**src/rtl/tone_sched_if.sv**
```systemverilog
`timescale 1ns/1ps
// tone_sched_if
// Groups the tune request inputs, the note command handshake towards the tone
// generator and the status outputs of tone_sched.
//   slave  : scheduler side (receives requests and note_rdy/note_done, drives note command + status)
//   master : environment side (drives requests and tone generator responses)
interface tone_sched_if;
    logic        too_fast;
    logic        batt_low;
    logic        en_steer;
    logic        note_rdy;
    logic        note_done;
    logic        note_vld;
    logic [14:0] note_period;
    logic [24:0] note_dur;
    logic [1:0]  tune_id;
    logic        busy;

    modport slave (
        input  too_fast, batt_low, en_steer, note_rdy, note_done,
        output note_vld, note_period, note_dur, tune_id, busy
    );

    modport master (
        output too_fast, batt_low, en_steer, note_rdy, note_done,
        input  note_vld, note_period, note_dur, tune_id, busy
    );
endinterface

```
**src/rtl/tone_sched.sv**
```systemverilog
`timescale 1ns/1ps
// tone_sched
// Plays short alert tunes by issuing one note at a time to a tone generator.
// Ports:
//   clk  - system clock, all state on rising edge
//   rst  - asynchronous active-high reset
//   bus  - tone_sched_if.slave: requests (too_fast, batt_low, en_steer),
//          tone generator handshake (note_rdy, note_done, note_vld,
//          note_period, note_dur) and status (tune_id, busy)
//
// state | meaning
// IDLE  | no tune active, waiting for a request
// ISSUE | note command presented, waiting for note_rdy
// PLAY  | note accepted, waiting for note_done
module tone_sched #(
    parameter bit FAST_SIM = 1'b0
) (
    input  logic         clk,
    input  logic         rst,
    tone_sched_if.slave  bus
);

    localparam int unsigned INTERVAL  = FAST_SIM ? 5000 : 150000000;
    localparam int unsigned DUR_SHIFT = FAST_SIM ? 9 : 0;

    localparam logic [27:0] RPT_RELOAD = 28'(INTERVAL - 1);

    localparam logic [24:0] DUR_S = 25'(32'd4194304  >> DUR_SHIFT);
    localparam logic [24:0] DUR_N = 25'(32'd8388608  >> DUR_SHIFT);
    localparam logic [24:0] DUR_L = 25'(32'd12582912 >> DUR_SHIFT);
    localparam logic [24:0] DUR_X = 25'(32'd16777216 >> DUR_SHIFT);

    localparam logic [1:0] P_G6 = 2'd0, P_C7 = 2'd1, P_E7 = 2'd2, P_G7 = 2'd3;
    localparam logic [1:0] L_S  = 2'd0, L_N  = 2'd1, L_L  = 2'd2, L_X  = 2'd3;

    localparam logic [1:0] TUNE_NONE = 2'd0, TUNE_FAST = 2'd1,
                           TUNE_BATT = 2'd2, TUNE_STEER = 2'd3;

    typedef enum logic [1:0] {IDLE, ISSUE, PLAY} state_t;

    state_t      state_q, state_d;
    logic [2:0]  idx_q, idx_d;
    logic [1:0]  tune_q, tune_d;
    logic [27:0] rpt_cnt_q, rpt_cnt_d;
    logic        rpt_pend_q, rpt_pend_d;
    logic        gated_start;
    logic [3:0]  note_code;
    logic [2:0]  last_idx;
    logic [14:0] period;
    logic [24:0] dur;

    // Note code is {pitch, length}; batt_low is the en_steer tune reversed.
    function automatic logic [3:0] tune_note(input logic [1:0] tune, input logic [2:0] idx);
        logic [3:0] code;
        code = {P_G6, L_N};
        case (tune)
            TUNE_FAST: begin
                case (idx)
                    3'd0:    code = {P_G6, L_N};
                    3'd1:    code = {P_C7, L_N};
                    default: code = {P_E7, L_N};
                endcase
            end
            TUNE_BATT: begin
                case (idx)
                    3'd0:    code = {P_G7, L_X};
                    3'd1:    code = {P_E7, L_S};
                    3'd2:    code = {P_G7, L_L};
                    3'd3:    code = {P_E7, L_N};
                    3'd4:    code = {P_C7, L_N};
                    default: code = {P_G6, L_N};
                endcase
            end
            default: begin
                case (idx)
                    3'd0:    code = {P_G6, L_N};
                    3'd1:    code = {P_C7, L_N};
                    3'd2:    code = {P_E7, L_N};
                    3'd3:    code = {P_G7, L_L};
                    3'd4:    code = {P_E7, L_S};
                    default: code = {P_G7, L_X};
                endcase
            end
        endcase
        return code;
    endfunction

    always_comb begin
        note_code = tune_note(tune_q, idx_q);
        last_idx  = (tune_q == TUNE_FAST) ? 3'd2 : 3'd5;
        case (note_code[3:2])
            P_G6:    period = 15'd31888;
            P_C7:    period = 15'd23890;
            P_E7:    period = 15'd18961;
            default: period = 15'd15944;
        endcase
        case (note_code[1:0])
            L_S:     dur = DUR_S;
            L_N:     dur = DUR_N;
            L_L:     dur = DUR_L;
            default: dur = DUR_X;
        endcase
    end

    // Note fields are only driven while a command is offered, so they read
    // zero in reset and whenever no note is pending.
    assign bus.note_vld    = (state_q == ISSUE);
    assign bus.note_period = (state_q == ISSUE) ? period : 15'd0;
    assign bus.note_dur    = (state_q == ISSUE) ? dur : 25'd0;
    assign bus.tune_id     = tune_q;
    assign bus.busy        = (state_q != IDLE);

    always_comb begin
        state_d     = state_q;
        idx_d       = idx_q;
        tune_d      = tune_q;
        gated_start = 1'b0;
        case (state_q)
            IDLE: begin
                if (bus.too_fast) begin
                    tune_d  = TUNE_FAST;
                    idx_d   = 3'd0;
                    state_d = ISSUE;
                end else if (bus.batt_low && rpt_pend_q) begin
                    tune_d      = TUNE_BATT;
                    idx_d       = 3'd0;
                    state_d     = ISSUE;
                    gated_start = 1'b1;
                end else if (bus.en_steer && rpt_pend_q) begin
                    tune_d      = TUNE_STEER;
                    idx_d       = 3'd0;
                    state_d     = ISSUE;
                    gated_start = 1'b1;
                end
            end
            ISSUE: begin
                if (bus.note_rdy) begin
                    state_d = PLAY;
                end
            end
            PLAY: begin
                if (bus.note_done) begin
                    if (bus.too_fast && (tune_q != TUNE_FAST)) begin
                        tune_d  = TUNE_FAST;
                        idx_d   = 3'd0;
                        state_d = ISSUE;
                    end else if (idx_q == last_idx) begin
                        tune_d  = TUNE_NONE;
                        idx_d   = 3'd0;
                        state_d = IDLE;
                    end else begin
                        idx_d   = idx_q + 3'd1;
                        state_d = ISSUE;
                    end
                end
            end
            default: state_d = IDLE;
        endcase
    end

    // Free-running repeat timer; expiry re-arms the gated tunes and wins over
    // a start clearing rpt_pend in the same cycle.
    always_comb begin
        if (rpt_cnt_q == 28'd0) begin
            rpt_cnt_d  = RPT_RELOAD;
            rpt_pend_d = 1'b1;
        end else begin
            rpt_cnt_d  = rpt_cnt_q - 28'd1;
            rpt_pend_d = gated_start ? 1'b0 : rpt_pend_q;
        end
    end

    always_ff @(posedge clk or posedge rst) begin
        if (rst) begin
            state_q    <= IDLE;
            idx_q      <= 3'd0;
            tune_q     <= TUNE_NONE;
            rpt_cnt_q  <= RPT_RELOAD;
            rpt_pend_q <= 1'b1;
        end else begin
            state_q    <= state_d;
            idx_q      <= idx_d;
            tune_q     <= tune_d;
            rpt_cnt_q  <= rpt_cnt_d;
            rpt_pend_q <= rpt_pend_d;
        end
    end

endmodule
```
**src/flat_wrapper.sv**
```systemverilog
// flat-port wrapper written by rule: the top's interface ports become plain ports
module tone_sched_flat 
#(
    parameter bit FAST_SIM = 1'b0
)
  (clk, rst, bus_too_fast, bus_batt_low, bus_en_steer, bus_note_rdy, bus_note_done, bus_note_vld, bus_note_period, bus_note_dur, bus_tune_id, bus_busy);
  tone_sched_if bus_i ();
  input  logic clk;
  input  logic rst;
  input wire logic [$bits(bus_i.too_fast)-1:0] bus_too_fast;
  input wire logic [$bits(bus_i.batt_low)-1:0] bus_batt_low;
  input wire logic [$bits(bus_i.en_steer)-1:0] bus_en_steer;
  input wire logic [$bits(bus_i.note_rdy)-1:0] bus_note_rdy;
  input wire logic [$bits(bus_i.note_done)-1:0] bus_note_done;
  output wire logic [$bits(bus_i.note_vld)-1:0] bus_note_vld;
  output wire logic [$bits(bus_i.note_period)-1:0] bus_note_period;
  output wire logic [$bits(bus_i.note_dur)-1:0] bus_note_dur;
  output wire logic [$bits(bus_i.tune_id)-1:0] bus_tune_id;
  output wire logic [$bits(bus_i.busy)-1:0] bus_busy;
  assign bus_i.too_fast = bus_too_fast;
  assign bus_i.batt_low = bus_batt_low;
  assign bus_i.en_steer = bus_en_steer;
  assign bus_i.note_rdy = bus_note_rdy;
  assign bus_i.note_done = bus_note_done;
  assign bus_note_vld = bus_i.note_vld;
  assign bus_note_period = bus_i.note_period;
  assign bus_note_dur = bus_i.note_dur;
  assign bus_tune_id = bus_i.tune_id;
  assign bus_busy = bus_i.busy;
  tone_sched #(.FAST_SIM(FAST_SIM)) u_core (.clk(clk), .rst(rst), .bus(bus_i));
endmodule
```
**config.mk**
```make
export PLATFORM = sky130hd
export DESIGN_NAME = tone_sched_flat
export DESIGN_NICKNAME = d
export VERILOG_FILES = /design/src/rtl/tone_sched_if.sv /design/src/rtl/tone_sched.sv /design/src/flat_wrapper.sv
export SDC_FILE = /design/constraint.sdc
export NUM_CORES = 1
export LEC_CHECK = 0
export BUFFER_PORTS_ARGS = -buffer_cell sky130_fd_sc_hd__buf_4
export CORE_MARGIN = 1
export CORE_UTILIZATION = 50
export CTS_CLUSTER_DIAMETER = 100
export DETAILED_ROUTE_END_ITERATION = 6
export PLACE_DENSITY = 0.83
export SYNTH_ARGS = -nofsm -noshare
export SYNTH_HDL_FRONTEND = slang
export SYNTH_SLANG_ARGS = --single-unit
```
**constraint.sdc**
```tcl
create_clock -name clk -period 2.9 [get_ports clk]
set_input_delay 0.435 -clock clk [delete_from_list [all_inputs] [get_ports clk]]
set_output_delay 0.435 -clock clk [all_outputs]
set_load 0.01 [all_outputs]
```
==> results.sh <==
export IMPL_outcome="finished, violations left"
export IMPL_critPathMaxFanout=6
export IMPL_num_io_pins=51
export IMPL_seq_area_frac_synth=0.364
export IMPL_antenna_left=0
export IMPL_dp_slack_ps=32.3
export IMPL_layoutNonFillerInstCount=399
export IMPL_global_routing_s_busiest_layer="met2"
export IMPL_setup_violations_final=2
export IMPL_clock_tree_from_tritoncts="built"
export IMPL_critPathLaunchType="register"
export IMPL_critical_path_endpoint_type="primary output"
export IMPL_fraction_of_power_consumed_by_sequential_logic=0.233
export IMPL_crit_chain="buf_6 -> ha_4 -> or3_4 -> a21oi_4 -> a221oi_4 -> buf_4 -> ha_1 -> nor2_1 -> buf_4"
export IMPL_routabilityCongestion=0.862
export IMPL_grt_antenna_before_repair=0
export IMPL_synth_main_ff_cell="sky130_fd_sc_hd__dfrtp_1"
export IMPL_wire_length_per_cell_um=15.2
export IMPL_hold_ws_ps=246
export IMPL_total_leakage_power_nw=1.33
export IMPL_floorplan_die_height_um=73.2
export IMPL_crit_path_max_incr_delay_ps=470
export IMPL_detailed_place_hpwl_um=3540
export IMPL_die_span_in_x_um=73.2
export IMPL_areaGrowthSynthToFinish_pct=21.2
export IMPL_critPathArrivalTime_ps=2500
export IMPL_p_sw_frac=0.397
export IMPL_netlist_area_leader_share=0.188
export IMPL_p_per_area_nw_per_um2=825
export IMPL_synthTopCellsByArea="sky130_fd_sc_hd__dfrtp_1, sky130_fd_sc_hd__dfstp_2, sky130_fd_sc_hd__buf_4"
export IMPL_fin_worst_skew_ps=3.93
export IMPL_timing_final_crit_period_ps=2930
export IMPL_design_die_area_um2=5350
export IMPL_syn_area_um2=2530
export IMPL_number_of_placed_instances_with_taps_included=377
export IMPL_worst_slack_ps=-33.9
export IMPL_grt_setup_unrepaired="yes"
export IMPL_period_share=1.01
export IMPL_synth_area_leader_cell="sky130_fd_sc_hd__dfrtp_1"
export IMPL_maxCapViolations=0
export IMPL_critical_path_cell_with_the_highest_stage_delay="sky130_fd_sc_hd__dfrtp_2"
export IMPL_grt_pass1_wl_um=9000
export IMPL_n_fill_cell=362
export IMPL_grt_max_degree=37
export IMPL_synth_seq_cells=36
export IMPL_cp_buffers_inverters=3
export IMPL_route_vias_total=2259
export IMPL_hold_viol=0
export IMPL_synthTopCellsByCount="sky130_fd_sc_hd__nand2_1, sky130_fd_sc_hd__buf_4, sky130_fd_sc_hd__nor2_1"
export IMPL_cpMostUsedCell="sky130_fd_sc_hd__buf_4"
export IMPL_yosys_warnings=0
export IMPL_mean_cell_area_of_the_mapped_netlist_um2=8.76
export IMPL_relative_contribution_of_the_clock_network_to_total_power=0.174
export IMPL_insertion_delay_ps=290
export IMPL_drt_wl_total_um=6070
export IMPL_synth_edff_count=0
export IMPL_classification_of_the_worst_setup_path="register to primary output"
export IMPL_dr_first_iter_drc_count=139
export IMPL_use_met1=0.290
export IMPL_core_area_um2=4790
export IMPL_critical_path_top_delay_family="simple AND/OR/NAND/NOR gates"
export IMPL_clock_tree_buffer_depth=2
export IMPL_critPathRequiredTime_ps=2470
export IMPL_antenna_fix_cells=0
export IMPL_synth_most_common_cell="sky130_fd_sc_hd__nand2_1"
export IMPL_slew_limit_headroom=0.477
export IMPL_worstMarginPinSlew_ps=774
export IMPL_numClockSinks=36
export IMPL_portBuffers=26
export IMPL_ctsHoldBuffers=0
export IMPL_hp_class="input port to async pin"
export IMPL_route_detailed_drc=0
export IMPL_gr_total_overflow=0
export IMPL_vias_per_cell=5.66
export IMPL_root_cell_of_the_clock_tree="sky130_fd_sc_hd__clkbuf_8"
export IMPL_synthDistinctLibCells=46
export IMPL_grt_util_all_layers=0.221
export IMPL_first_pass_iters=5
export IMPL_power_ir_vdd_worst_uv=905
export IMPL_clock_tree_htree_level_count=2
export IMPL_nNetsFinal=354
export IMPL_power_switching_mw=1.01
export IMPL_power_frac_comb=0.593
export IMPL_fmax_mhz=341
export IMPL_initial_core_util=0.529
export IMPL_post_route_setup_tns_ps=-66.7
export IMPL_num_rows=25
export IMPL_worst_setup_hold_path_clk_slew_ps=70
export IMPL_grt_pass1_vias=2008
export IMPL_cts_made_buffers=5
export IMPL_violations="negative setup slack"
export IMPL_use_met3=0.0387
export IMPL_synthArstFlopShare=1.00
export IMPL_postSynthCellCount=289
export IMPL_layout_drive_gt1_share=0.283
export IMPL_cellInternalPower_mw=1.53
export IMPL_slew_violations=0
export IMPL_grt_use_met2=0.348
-- power by group through the flow --
stage | Combinational, mW | Sequential [mW] | Clock [mW]
3_5_place_dp | 1.03 | 0.595 | 0
5_1_grt | 1.60 | 0.598 | 0.475
4_1_cts | 1.27 | 0.586 | 0.441
2_1_floorplan | 0.713 | 0.591 | 0
3_3_place_gp | 1.02 | 0.589 | 0
6_report | 1.50 | 0.591 | 0.441
-- sequential cells by signal (all words and copies together) (netlist names) --
signal	flops
u_core.rpt_cnt_q	28
u_core.bus.tune_id	2
u_core.state_q	2
u_core.rpt_pend_q	1
u_core.idx_q	3
-- cell families after synthesis --
| kind of cell | Yosys count | share of synthesized area |
|---|---|---|
| simple gates | 115 | 0.239 |
| compound gates | 62 | 0.165 |
| buf+inv | 48 | 0.114 |
| flops | 36 | 0.364 |
| fa+ha+maj | 16 | 0.0791 |
| xor+xnor | 11 | 0.0380 |
| other cells | 1 | 0.00148 |
-- metal layers --
layer | vias up | wire [µm] | share of wire
met1 | 1077 | 2590 | 0.43
met3 | 21 | 336 | 0.055
met2 | 99 | 2980 | 0.49
li1 | 1062 | - | -
met5 | - | 0 | 0
met4 | 0 | 159 | 0.026
-- cell usage in the layout, fill, tap and decap left out, types with 3 or more instances in the layout --
cell type / netlist / routed
sky130_fd_sc_hd__buf_4: 28 / 41
sky130_fd_sc_hd__ha_1: 16 / 8
sky130_fd_sc_hd__a21oi_1: 11 / 10
sky130_fd_sc_hd__ha_2: 0 / 3
sky130_fd_sc_hd__nand3b_1: 5 / 5
sky130_fd_sc_hd__nor2b_1: 4 / 4
sky130_fd_sc_hd__o22ai_1: 3 / 3
sky130_fd_sc_hd__nand2_1: 30 / 30
sky130_fd_sc_hd__o41ai_1: 3 / 3
sky130_fd_sc_hd__or3_1: 11 / 10
sky130_fd_sc_hd__o21ai_0: 14 / 10
sky130_fd_sc_hd__and2_1: 6 / 4
sky130_fd_sc_hd__dfstp_2: 17 / 17
sky130_fd_sc_hd__nor3_1: 4 / 4
sky130_fd_sc_hd__conb_1: 1 / 24
sky130_fd_sc_hd__inv_1: 13 / 10
sky130_fd_sc_hd__xor2_1: 10 / 10
sky130_fd_sc_hd__nor2_1: 23 / 23
sky130_fd_sc_hd__buf_6: 0 / 6
sky130_fd_sc_hd__o31ai_1: 10 / 10
sky130_fd_sc_hd__nor4_1: 4 / 4
sky130_fd_sc_hd__ha_4: 0 / 5
sky130_fd_sc_hd__nand3_1: 8 / 8
sky130_fd_sc_hd__clkbuf_8: 0 / 5
sky130_fd_sc_hd__or4_1: 9 / 9
sky130_fd_sc_hd__dfrtp_1: 19 / 17
-- layout make-up --
cell class	instances	area, µm²	share of cell area
clock buffer	6	72.6	0.0236
clock inverter	2	35.0	0.0114
inverter	13	51.3	0.0167
multi-input combinational	228	1530	0.497
sequential	36	925	0.301
tap	67	83.8	0.0273
timing repair buffer	47	375	0.122
-- path summary, 6_finish.rpt --
kind	slack [ps]	start	endpoint	depth (start not counted)
max reg2reg	340	u_core.rpt_cnt_q[16]	u_core.rpt_cnt_q[27]	4
min	250	rst	u_core.rpt_cnt_q[13]	3
min reg2reg	480	u_core.rpt_pend_q	u_core.rpt_pend_q	2
max	-30	u_core.idx_q[1]	bus_note_period[12]	9
max in group asynchronous	2310	rst	u_core.rpt_cnt_q[22]	3
min in group clk	370	bus_note_rdy	u_core.state_q[1]	2
-- repair_timing --
item                                   CTS  global route
resized for setup                       18            20
endpoints found under the hold margin    0             0
setup buffers                           11             4
pin swaps                                4             8
setup endpoints to repair                4             8
-- per-stage QoR --
step           area (µm²)   util  total power, mW
6_report             3070  0.641             2.53
3_5_place_dp         2720  0.568             1.63
5_1_grt              3070  0.641             2.67
3_3_place_gp         2720  0.568             1.61
4_1_cts              2980  0.623             2.30
2_1_floorplan        2630      -             1.30
-- worst reg2reg max path: cells and delay by family, from the launching register on --
family        cells  cell delay (ps)
flops             1              400
simple gates      4             2100
Power figures use the tool's default switching activity.
